**config.mk**
```make
export PLATFORM = sky130hd
export DESIGN_NAME = data_packer_flat
export DESIGN_NICKNAME = d
export VERILOG_FILES = /design/src/rtl/data_packer_pkg.sv /design/src/rtl/data_packer_if.sv /design/src/rtl/data_packer.sv /design/src/flat_wrapper.sv
export SDC_FILE = /design/constraint.sdc
export NUM_CORES = 1
export LEC_CHECK = 0
export BUFFER_PORTS_ARGS = -buffer_cell sky130_fd_sc_hd__buf_2
export CORE_ASPECT_RATIO = 1.75
export CORE_MARGIN = 2
export CORE_UTILIZATION = 49
export DETAILED_ROUTE_END_ITERATION = 10
export GPL_TIMING_DRIVEN = 0
export PLACE_DENSITY = 0.72
export REMOVE_ABC_BUFFERS = 1
export SLEW_MARGIN = 20
export SYNTH_ARGS = -nofsm -noshare
export SYNTH_HDL_FRONTEND = slang
export SYNTH_SLANG_ARGS = --single-unit
```
**constraint.sdc**
```tcl
create_clock -name clk -period 3.8 [get_ports clk]
set_input_delay 0.76 -clock clk [delete_from_list [all_inputs] [get_ports clk]]
set_output_delay 0.76 -clock clk [all_outputs]
set_load 0.1 [all_outputs]
```
**src/rtl/data_packer_pkg.sv**
```systemverilog
// Shared constants and helper functions for the data packer and its bus interface.
package data_packer_pkg;

  // Integer ceiling of a / b.
  function automatic int ceil_a_by_b(input int a, input int b);
    return (a + b - 1) / b;
  endfunction

  // Number of bits needed to encode the values 0 .. value-1.
  function automatic int c_log_2(input int value);
    int result;
    int span;
    result = 0;
    span   = 1;
    while (span < value) begin
      span   = span * 2;
      result = result + 1;
    end
    return result;
  endfunction

  // Input words per packed output word.
  function automatic int ratio_of(input int out_width, input int in_width);
    return ceil_a_by_b(out_width, in_width);
  endfunction

  // Width of the lane count, which must encode 1 .. RATIO.
  function automatic int lane_w_of(input int out_width, input int in_width);
    return c_log_2(ratio_of(out_width, in_width) + 1);
  endfunction

  // Legal geometry: output is a whole multiple (at least two) of the input width.
  function automatic bit widths_ok(input int out_width, input int in_width);
    return (in_width > 0) && (out_width % in_width == 0) && (out_width / in_width >= 2);
  endfunction

endpackage

```
**src/rtl/data_packer_if.sv**
```systemverilog
// Bus bundle for the packer: narrow unpacked input stream and wide packed write port.
interface data_packer_if
  import data_packer_pkg::*;
#(
  parameter int IN_WIDTH  = 64,
  parameter int OUT_WIDTH = 128
) ();

  localparam int LANE_W = lane_w_of(OUT_WIDTH, IN_WIDTH);

  logic                 s_unpacked_valid;
  logic                 s_unpacked_ready;
  logic [IN_WIDTH-1:0]  s_unpacked_data;
  logic                 s_unpacked_last;

  logic                 m_packed_write_ready;
  logic                 m_packed_write_req;
  logic [OUT_WIDTH-1:0] m_packed_write_data;
  logic [LANE_W-1:0]    m_packed_write_lanes;
  logic                 m_packed_write_last;

  // Packer side: consumes the narrow stream, produces packed writes.
  modport slave (
    input  s_unpacked_valid,
    input  s_unpacked_data,
    input  s_unpacked_last,
    input  m_packed_write_ready,
    output s_unpacked_ready,
    output m_packed_write_req,
    output m_packed_write_data,
    output m_packed_write_lanes,
    output m_packed_write_last
  );

  // Environment side: produces the narrow stream, sinks packed writes.
  modport master (
    output s_unpacked_valid,
    output s_unpacked_data,
    output s_unpacked_last,
    output m_packed_write_ready,
    input  s_unpacked_ready,
    input  m_packed_write_req,
    input  m_packed_write_data,
    input  m_packed_write_lanes,
    input  m_packed_write_last
  );

endinterface

```
**src/rtl/data_packer.sv**
```systemverilog
// Packs narrow input words LSB-first into wide words; a last-flagged input flushes a
// partial word zero-padded together with its lane count.
module data_packer
  import data_packer_pkg::*;
#(
  parameter int IN_WIDTH  = 64,
  parameter int OUT_WIDTH = 128,
  parameter int CNT_W     = 16
) (
  input  logic              clk,
  input  logic              reset,
  data_packer_if.slave      bus,
  output logic [CNT_W-1:0]  packed_count
);

  localparam int RATIO  = ratio_of(OUT_WIDTH, IN_WIDTH);
  localparam int LANE_W = lane_w_of(OUT_WIDTH, IN_WIDTH);
  localparam logic [LANE_W-1:0] LAST_LANE = LANE_W'(RATIO - 1);

  if (!widths_ok(OUT_WIDTH, IN_WIDTH)) begin : g_bad_widths
    $error("data_packer: OUT_WIDTH must be a multiple (>= 2) of IN_WIDTH");
  end

  logic [LANE_W-1:0]    lane_cnt;
  logic [OUT_WIDTH-1:0] acc;
  logic [OUT_WIDTH-1:0] merged;
  logic                 out_valid;
  logic [OUT_WIDTH-1:0] out_data;
  logic [LANE_W-1:0]    out_lanes;
  logic                 out_last;

  logic accept;
  logic complete;
  logic push;

  // A held word blocks new input only while the sink refuses it; reset also blocks input.
  assign bus.s_unpacked_ready = !reset && (!out_valid || bus.m_packed_write_ready);
  assign accept   = bus.s_unpacked_valid && bus.s_unpacked_ready;
  assign complete = accept && ((lane_cnt == LAST_LANE) || bus.s_unpacked_last);
  assign push     = out_valid && bus.m_packed_write_ready;

  // Lane-insert mux: the current lane takes the input word, filled lanes keep the
  // accumulator, lanes above the current one are forced to zero (padding on flush).
  for (genvar g = 0; g < RATIO; g++) begin : g_lane
    localparam logic [LANE_W-1:0] LANE = LANE_W'(g);
    assign merged[g*IN_WIDTH +: IN_WIDTH] =
      (lane_cnt == LANE) ? bus.s_unpacked_data :
      (lane_cnt >  LANE) ? acc[g*IN_WIDTH +: IN_WIDTH] :
                           '0;
  end

  // Accumulate lanes, close words on the last lane or a last flag, and count pushes.
  // NOTE: every register here uses <= so all updates see the pre-edge values of each other.
  always_ff @(posedge clk) begin
    if (reset) begin
      lane_cnt     <= '0;
      acc          <= '0;
      out_valid    <= 1'b0;
      out_data     <= '0;
      out_lanes    <= '0;
      out_last     <= 1'b0;
      packed_count <= '0;
    end else begin
      if (complete) begin
        out_data  <= merged;
        out_lanes <= lane_cnt + LANE_W'(1);
        out_last  <= bus.s_unpacked_last;
        acc       <= '0;
        lane_cnt  <= '0;
      end else if (accept) begin
        acc       <= merged;
        lane_cnt  <= lane_cnt + LANE_W'(1);
      end

      // A word completing in the same cycle as a drain replaces the drained one.
      if (complete) begin
        out_valid <= 1'b1;
      end else if (push) begin
        out_valid <= 1'b0;
      end

      if (push) begin
        packed_count <= packed_count + CNT_W'(1);
      end
    end
  end

  assign bus.m_packed_write_req   = push;
  assign bus.m_packed_write_data  = out_data;
  assign bus.m_packed_write_lanes = out_lanes;
  assign bus.m_packed_write_last  = out_last;

endmodule

```
**src/flat_wrapper.sv**
```systemverilog
// flat-port wrapper written by rule: the top's interface ports become plain ports
module data_packer_flat import data_packer_pkg::*;
#(
  parameter int IN_WIDTH  = 64,
  parameter int OUT_WIDTH = 128,
  parameter int CNT_W     = 16
)
  (clk, reset, packed_count, bus_s_unpacked_valid, bus_s_unpacked_data, bus_s_unpacked_last, bus_m_packed_write_ready, bus_s_unpacked_ready, bus_m_packed_write_req, bus_m_packed_write_data, bus_m_packed_write_lanes, bus_m_packed_write_last);
  data_packer_if #(.IN_WIDTH(IN_WIDTH), .OUT_WIDTH(OUT_WIDTH)) bus_i ();
  input  logic clk;
  input  logic reset;
  output logic [CNT_W-1:0] packed_count;
  input wire logic [$bits(bus_i.s_unpacked_valid)-1:0] bus_s_unpacked_valid;
  input wire logic [$bits(bus_i.s_unpacked_data)-1:0] bus_s_unpacked_data;
  input wire logic [$bits(bus_i.s_unpacked_last)-1:0] bus_s_unpacked_last;
  input wire logic [$bits(bus_i.m_packed_write_ready)-1:0] bus_m_packed_write_ready;
  output wire logic [$bits(bus_i.s_unpacked_ready)-1:0] bus_s_unpacked_ready;
  output wire logic [$bits(bus_i.m_packed_write_req)-1:0] bus_m_packed_write_req;
  output wire logic [$bits(bus_i.m_packed_write_data)-1:0] bus_m_packed_write_data;
  output wire logic [$bits(bus_i.m_packed_write_lanes)-1:0] bus_m_packed_write_lanes;
  output wire logic [$bits(bus_i.m_packed_write_last)-1:0] bus_m_packed_write_last;
  assign bus_i.s_unpacked_valid = bus_s_unpacked_valid;
  assign bus_i.s_unpacked_data = bus_s_unpacked_data;
  assign bus_i.s_unpacked_last = bus_s_unpacked_last;
  assign bus_i.m_packed_write_ready = bus_m_packed_write_ready;
  assign bus_s_unpacked_ready = bus_i.s_unpacked_ready;
  assign bus_m_packed_write_req = bus_i.m_packed_write_req;
  assign bus_m_packed_write_data = bus_i.m_packed_write_data;
  assign bus_m_packed_write_lanes = bus_i.m_packed_write_lanes;
  assign bus_m_packed_write_last = bus_i.m_packed_write_last;
  data_packer #(.IN_WIDTH(IN_WIDTH), .OUT_WIDTH(OUT_WIDTH), .CNT_W(CNT_W)) u_core (.clk(clk), .reset(reset), .bus(bus_i), .packed_count(packed_count));
endmodule
```
==> impl_metrics.toml <==
[global_route]
grtUsageTotal_pct = 22.8
via_count_of_the_first_global_routing_pass = 9200
globalRoute.totalOverflow = 0
grt_pass1_wl_mm = 45.5
grt_max_degree = 89
initial_antenna_violation_count = 4

[placed_design]
detailed_place.area_mm2 = 0.0126
dp.cells = 1764
port-buffer-count = 217
gp_routability_congestion = 0.779
hpwlAfterDp_mm = 19.1
worst_setup_slack_post_dpl_ns = 0.546

[critical_path]
r2r_cells = 11
crit_type = "reg -> reg"
worstSetupPathDepth = 11
startpoint_type = "flop"
critical-path-slowest-cell = "ha_4"
crit-reg2reg-launch = "u_core.lane_cnt[1]"
critical_path_required_ns = 4.20
crit_fanout = 61
reg2reg_setup_slack_ns = 0.55
critPathMaxStageDelay_ns = 0.59
crit_chain = "inv_1 > ha_4 > nor2_1 > nor4_4 > buf_6 > buf_6 > buf_6 > buf_6 > buf_4 > mux2i_1 > nor2_1"
cpLargestDelayFamily = "buffers and inverters"
worst_r2r_endpoint = "u_core.bus.m_packed_write_lanes[1]"
timing.critical_path.buf_inv = 6
sort_of_element_at_the_end_of_the_critical_path = "flop"
crit_arrival_ns = 3.65
worst_path_most_repeated_cell = "buf_6"

[clock_network]
count_of_h_tree_levels_built_during_cts = 1
cts_setup_buffers = 0
cts.sink_count = 278
root_buffer = "clkbuf_16"
cts_tree = "yes"
cts-hold-fix-buffers = 0
post_cts_resize_count = 0
clk_pin_slew_worst_paths_ns = 0.06
clockBufferDepth = 3
cts-buffers-inserted = 26
worst_skew_pair_latency_ns = 0.53

[synth]
syn_inst = 1317
yosys_warnings = 0
synth_async_sr_flop_share_pct = 0
synth.cell_area_mm2 = 0.0110
synth_flop_cell = "dfxtp_1"
avgSynthCellArea_um2 = 8.37
synth_edf_count = 0
netlist-cell-type-count = 31
share_of_the_synthesized_area_in_the_top_cell_type_pct = 50.5
seq_area_frac_synth_pct = 50.5
netlist.top_cell.by_area = "dfxtp_1"
synth_top_cells_by_area = "dfxtp_1 (50%), a211oi_1 (13%), nor2_1 (9.5%)"
synth.ff_latch_count = 278
post_synth_most_frequent_cells = "dfxtp_1 (278), nor2_1 (278), nand2_1 (199)"

[drt]
avgViaCountPerCell = 5.35
highest-signal-layer = "met5"
route.met2.wl_mm = 14.4
drtPass1Iterations = 4
wl_cell_um = 15.4
drc_errors = 0
postRouteWirelength_mm = 28.0
m1WireLength_mm = 11.2
vias = 9700
drt_first_iter_violations = 458
routed_length_on_met3_mm = 1.42
drtAntennaViolNets = 0

[job]
maxCapViolCount = 0

[sta]
fin_setup_tns_ns = 0
fin_crit_ns = 3.25
max_fclk_mhz = 307
rsz_0062_raised_after_global_routing = "no"
clock-skew-final_ns = 0.0150
final_max_slew_viol_count = 0
timing_worst_slew_pin_value_ns = 0.724
report.final.hold_viol_count = 0
timing.final.crit_share_pct = 85.6
setup-violations-final = 0
layout_setup_ws_ns = 0.546
finalHoldWorstSlack_ns = 0.453
worst_slew_margin_rel_pct = 51.7

[power]
vdd_ir_drop_max_uv = 389
p_leak_nw = 5.66
fin_total_pwr_mw = 7.06
power_density_mw_per_mm2 = 523

[final_layout]
drive_above_1_share_pct = 20.9
fin_nets = 1568
nFillCells = 1939
synthToLayoutAreaGrowth_pct = 22.4
stdcell_count = 1812
utilization_pct = 61.1
final_design_area_no_fill_mm2 = 0.0135

[min_path]
worstHoldStart = "u_core.acc[48]"
hold_path.class = "reg -> reg"
worstHoldPathCells = 2
min_delay_worst_endpoint = "u_core.acc[48]"

[die]
coreArea_mm2 = 0.0221
num_rows = 72
io-pin-count = 218
die-area_mm2 = 0.0238
fp.dieH_um = 202
start_util_pct = 49.9
dieWidth_um = 117

[run_status]
status = "complete, no violations"
registers in the layout, indices dropped and copies added, names as in the netlist:
register,count
u_core.acc,128
u_core.bus.m_packed_write_data,128
u_core.bus.m_packed_write_lanes,2
u_core.bus.m_packed_write_last,1
u_core.lane_cnt,2
u_core.out_valid,1
u_core.packed_count,16
how the worst max path moves through the flow:
stage	to	slack, ns	start
after global routing	u_core.bus.m_packed_write_data[112]	0.27	u_core.lane_cnt[1]
after global placement	u_core.bus.m_packed_write_last	-14.77	u_core.lane_cnt[1]
after floorplan	u_core.bus.m_packed_write_last	-7.62	u_core.lane_cnt[1]
after detailed placement	u_core.bus.m_packed_write_lanes[1]	0.55	u_core.lane_cnt[1]
final	u_core.bus.m_packed_write_lanes[1]	0.55	u_core.lane_cnt[1]
after CTS	u_core.bus.m_packed_write_lanes[1]	0.53	u_core.lane_cnt[1]
cell type report:
class | instances | area [um^2] | share of cell area (%)
flip-flops and latches | 278 | 5570 | 41.3
repair buffers | 266 | 1680 | 12.4
clock inverters | 7 | 66.3 | 0.492
inverters | 7 | 26.3 | 0.195
clock buffers | 38 | 777 | 5.76
well taps | 296 | 370 | 2.75
diodes | 3 | 7.51 | 0.0557
multi-input cells | 917 | 4990 | 37.0
layer usage:
layer,GRT usage (%),vias to the layer above
met1,26.5,4507
met5,0,-
met4,8.99,2
met3,3.30,58
met2,42.0,240
li1,-,4893
where the power goes:
group | total (mW) | switching [mW] | internal [mW]
sequential | 3.14 | 0.0759 | 3.06
clock | 2.58 | 1.10 | 1.48
combinational | 1.35 | 1.04 | 0.311
total | 7.06 | 2.21 | 4.85
worst min-delay path: stages, from the launching register on:
cell and delay [ns]:
dfxtp_1 0.31, nand2_1 0.05, a21oi_1 0.05
kinds of logic (layout without fill, tap and decap cells):
logic type	Yosys count	after routing	share of synthesized area (%)
compound gates	331	331	19.5
buf+inv	122	318	4.62
fa+ha+maj	3	3	0.341
simple gates	504	504	18.0
flops	278	278	50.5
xor+xnor	11	11	0.874
mux	68	68	6.19
other cells	0	3	0
layout by cell type, fill, tap and decap left out, drive strengths merged, types with 4 or more instances in the layout:
cell type,n
nand2,199
nand4,5
dfxtp,278
a211oi,193
nor2,278
xnor2,7
buf,266
nor4,4
a21oi,132
nand3,5
inv,7
mux2i,67
clkbuf,38
clkinv,5
xor2,4
Note: power is estimated with default switching activity, not from simulation.
